[src/rtl/fetch_queue.sv]
// -----------------------------------------------------------------------------
// fetch_queue
//   Instruction queue between ifetch and decode. Stores up to DEPTH fetched
//   instructions (instruction, address, next address, fault flag) in a
//   circular buffer. Both sides use the stall handshake. A flush empties the
//   queue. After a faulting fetch is accepted, no further input is taken until
//   the next flush.
//
// Ports
//   clk, rst                 core clock, asynchronous active-low reset
//   flush                    synchronous pipeline flush (priority over push/pop)
//   in_instruction/addr/next_addr/exception   fetched entry
//   prev_stalled             input not valid
//   stall_prev               queue not ready to accept input
//   out_instruction/addr/next_addr/exception  head entry (don't-care when empty)
//   next_stalled             decode not ready
//   stall_next               output not valid (registered state only)
//   level                    number of occupied entries
// -----------------------------------------------------------------------------
module fetch_queue #(
  parameter  int ILEN  = 32,
  parameter  int ALEN  = 32,
  parameter  int DEPTH = 4,
  localparam int LW    = $clog2(DEPTH + 1)
) (
  input  logic            clk,
  input  logic            rst,
  input  logic            flush,
  input  logic [ILEN-1:0] in_instruction,
  input  logic [ALEN-1:0] in_addr,
  input  logic [ALEN-1:0] in_next_addr,
  input  logic            in_exception,
  input  logic            prev_stalled,
  output logic            stall_prev,
  output logic [ILEN-1:0] out_instruction,
  output logic [ALEN-1:0] out_addr,
  output logic [ALEN-1:0] out_next_addr,
  output logic            out_exception,
  input  logic            next_stalled,
  output logic            stall_next,
  output logic [LW-1:0]   level
);

  localparam int PW = $clog2(DEPTH);
  localparam int EW = ILEN + 2 * ALEN + 1;
  localparam logic [LW-1:0] FULL = LW'(DEPTH);

  logic [EW-1:0] mem [DEPTH];
  logic [PW-1:0] rptr;
  logic [PW-1:0] wptr;
  logic [LW-1:0] count;
  logic          fault_held;
  logic          push;
  logic          pop;

  // Ready depends only on registered state and flush, so a full queue cannot
  // take a push in the same cycle as a pop (no combinational path from decode).
  assign stall_prev = !rst || flush || (count == FULL) || fault_held;
  assign stall_next = (count == '0);

  assign push = !prev_stalled && !stall_prev;
  assign pop  = !stall_next && !next_stalled && !flush;

  assign {out_instruction, out_addr, out_next_addr, out_exception} = mem[rptr];
  assign level = count;

  always_ff @(posedge clk or negedge rst) begin
    if (!rst) begin
      rptr       <= '0;
      wptr       <= '0;
      count      <= '0;
      fault_held <= 1'b0;
    end else if (flush) begin
      rptr       <= '0;
      wptr       <= '0;
      count      <= '0;
      fault_held <= 1'b0;
    end else begin
      if (push) begin
        wptr <= wptr + PW'(1);
        if (in_exception) fault_held <= 1'b1;
      end
      if (pop) rptr <= rptr + PW'(1);
      case ({push, pop})
        2'b10:   count <= count + LW'(1);
        2'b01:   count <= count - LW'(1);
        default: count <= count;
      endcase
    end
  end

  // Storage is cleared on reset so out_* read as zero while empty after reset.
  always_ff @(posedge clk or negedge rst) begin
    if (!rst) begin
      for (int i = 0; i < DEPTH; i++) mem[i] <= '0;
    end else if (push) begin
      mem[wptr] <= {in_instruction, in_addr, in_next_addr, in_exception};
    end
  end

endmodule

[config.mk]
export PLATFORM = sky130hd
export DESIGN_NAME = fetch_queue
export DESIGN_NICKNAME = d
export VERILOG_FILES = /design/src/rtl/fetch_queue.sv
export SDC_FILE = /design/constraint.sdc
export NUM_CORES = 1
export LEC_CHECK = 0
export ABC_AREA = 1
export CELL_PAD_IN_SITES_DETAIL_PLACEMENT = 2
export CELL_PAD_IN_SITES_GLOBAL_PLACEMENT = 2
export CORE_MARGIN = 5
export CORE_UTILIZATION = 30
export CTS_CLUSTER_SIZE = 12
export DETAILED_ROUTE_END_ITERATION = 10
export GPL_ROUTABILITY_DRIVEN = 0
export PLACE_DENSITY_LB_ADDON = 0.25
export SLEW_MARGIN = 0
export SYNTH_ARGS = -nofsm -noshare
export SYNTH_HDL_FRONTEND = slang
export SYNTH_SLANG_ARGS = --single-unit
[constraint.sdc]
create_clock -name clk -period 2.39 [get_ports clk]
set_clock_uncertainty 0.1 [all_clocks]
set_input_delay 0.717 -clock clk [delete_from_list [all_inputs] [get_ports clk]]
set_output_delay 0.717 -clock clk [all_outputs]
set_load 0.02 [all_outputs]
==> qor.yml <==
routed_wl_um: 81600
ioPinCount: 204
final_nets: 2648
ys_top_cells_by_area: "dfrtp_1, nand2_1, o21ai_0"
power.leakage_nw: 12.9
synth_ff_type: "dfrtp_1"
syn_inst: 2299
cts_sinks: 396
core_region_area_sq_um: 60400
rr_worst_depth: 9
outcome: "complete, but fails checks"
worstMarginPinSlew_ns: 0.825
synth_edf_count: 0
worstPathArrival_ns: 2.09
wire_per_inst_um: 24.3
postRouteAntennaNets: 0
synth_seq_cells: 396
cp_top_family: "buffers and inverters"
synth_cell_types: 22
grt_max_degree: 148
grtUsageTotal: 0.229
setup_viol: 97
layout_setup_ws_ns: -0.514
synthesis.area_sq_um: 18300
die_y_um: 257
drc: 0
critical_path.slowest_cell: "dfrtp_4"
maxCapViolations: 0
clock_path_buffers: 3
criticalPathCategory: "flip-flop to primary output"
drive_above_1_share: 0.237
grt-ovfl-total: 0
final_cells: 3356
synthToLayoutAreaGrowth_pct: 45.7
first_pass_iters: 4
grt_pass1_vias: 20100
syn_avg_cell_area_sq_um: 7.94
r2r-start: "level[1]"
finalMaxSlewViolations: 0
fillers: 6413
yosys-top-cells-count: "nand2_1, o21ai_0, dfrtp_1, nor2_1, clkbuf_1"
yosysWarnings: 0
drt_iter0_markers: 816
cp_data_required_time_ns: 1.57
grt_pass1_wl_um: 121000
r2r_slack_ns: 0.15
hold_path_depth: 2
place_area_sq_um: 22600
cpPeakStageDelay_ns: 0.51
fin_hold_ws_ns: 0.398
synth_top_area_frac: 0.543
cts_tree: "done"
rr_endpoint: "mem[82]"
worstHoldEndpoint: "mem[229]"
die_x_um: 257
fp.dieArea_sq_um: 65900
peakVddDrop_uv: 467
clk_latency_ns: 0.58
path_buf_inv: 4
fmax_mhz: 344
synthArstFlopShare: 1.00
vias_per_cell: 5.36
finalPower_w: 0.0288
start_kind: "flip-flop"
fin_tns_setup_ns: -43.62
ys_seq_area_frac: 0.543
power_density_nw_per_um2: 1080
synth_area_leader_cell: "dfrtp_1"
timing.final.crit_share: 1.22
fin_crit_ns: 2.90
antenna_found_initial: 7
min_from: "mem[229]"
relSlewSlack: 0.450
htreeDepth: 2
root_buffer: "clkbuf_16"
yosysMostFrequentCell: "nand2_1"
rsz0062_at_grt: "true"
min_path_type: "flip-flop to flip-flop"
cp-end-kind: "primary output"
numCtsBuffers: 48
path_cells: "buf_12 -> buf_16 -> buf_12 -> o21ai_1 -> o22ai_2 -> buf_2"
portBuffers: 203
violations: "setup timing"
start_util: 0.302
dp_hpwl_um: 46300
synth_nets: 2406
fin_area_sq_um: 26600
hold_viol: 0
vias: 18000
path_clk_slew_ns: 0.06
dpl.cell_count: 3222
critPathMostFrequentCell: "buf_12"
rows: 90
cp_max_fo: 18
==> state kept, by name, indices dropped and copies added, names as in the netlist <==
name and cells:
level 3, mem 388, fault_held 1, wptr 2, rptr 2
==> cell usage in the layout (no fill, tap or decap), types with 2 or more instances in the layout <==
master,n
nor2_4,37
dfrtp_4,2
nand3_1,4
clkbuf_8,11
clkbuf_16,65
o21ai_1,63
nand4_1,3
clkinv_2,6
o22ai_4,12
clkdlybuf4s50_1,99
o22ai_1,14
dfrtp_1,393
o21ai_0,434
inv_1,11
ha_1,4
nor2_1,119
clkbuf_1,15
bufinv_16,2
o21ai_4,28
buf_4,73
diode_2,3
o22ai_2,71
inv_2,2
nor2_2,47
a21oi_1,3
nand2_1,791
buf_8,3
buf_12,84
nand2_2,2
o21ai_2,60
dlymetal6s2s_1,4
buf_2,5
buf_16,15
buf_6,76
==> per-stage QoR <==
step / setup slack [ns] / util
2_1_floorplan: 0.00628 / -
3_3_place_gp: -0.496 / 0.375
3_5_place_dp: -0.481 / 0.375
4_1_cts: -0.552 / 0.410
5_1_grt: -0.571 / 0.441
6_report: -0.514 / 0.441
==> worst max path at each step <==
stage,startpoint,end,slack [ns],depth (start not counted)
3_3_place_gp,flush,stall_prev,-0.50,6
2_1_floorplan,rptr[0],out_exception,0.006,6
3_5_place_dp,flush,mem[290],-0.48,10
5_1_grt,rptr[0],out_next_addr[29],-0.57,7
6_report,rptr[0],out_instruction[5],-0.51,6
4_1_cts,rptr[0],out_instruction[28],-0.55,6
==> worst reg2reg max path: stages (launching register included) <==
cell and delay, ns:
dfrtp_1 0.41, nor2_2 0.16, nand2_2 0.08, buf_4 0.15, nand3_4 0.09, buf_4 0.27
buf_12 0.30, buf_12 0.32, o21ai_0 0.19, nand2_1 0.11
==> power breakdown <==
group / switching (W) / internal, W
registers: 0.000769 / 0.00783
logic: 0.00724 / 0.00576
clock network: 0.00296 / 0.00429
==> cells by family after synthesis <==
group / count (synthesis) / share of synthesized area
xor gates and xnor gates: 1 / 0.000480
DFF: 396 / 0.543
buffers and inverters: 206 / 0.0496
AOI/OAI and AO/OA: 685 / 0.194
adders and majority gates: 5 / 0.00384
and+or+nand+nor: 1006 / 0.209
==> cell type report <==
class / instances / area (sq um) / share of cell area
Clock buffer: 75 / 1430 / 0.0539
Inverter: 20 / 121 / 0.00456
Antenna cell: 3 / 7.51 / 0.000282
Sequential cell: 396 / 9920 / 0.373
Timing Repair Buffer: 377 / 5050 / 0.190
Timing Repair inverter: 1 / 20.0 / 0.000753
Multi-Input combinational cell: 1697 / 8990 / 0.338
Clock inverter: 5 / 77.6 / 0.00292
Tap cell: 782 / 978 / 0.0368
==> layer usage <==
| layer | vias to the layer above | wire length, um | GRT usage |
|---|---|---|---|
| met5 | - | 45 | 0 |
| met4 | 6 | 1450 | 0.0359 |
| met3 | 101 | 3140 | 0.0389 |
| met2 | 302 | 41800 | 0.412 |
| met1 | 9495 | 35200 | 0.294 |
| li1 | 8086 | - | - |
==> timing repair <==
item / 4_1_cts / 5_1_grt
hold buffers: 1 / 0
setup endpoints to repair: 102 / 176
pin swaps: 35 / 73
buffers inserted: 6 / 20
hold endpoints to repair: 4 / 0
gates resized for setup: 629 / 383
gates cloned: 10 / 17
Note: power is estimated with default switching activity, not from simulation.
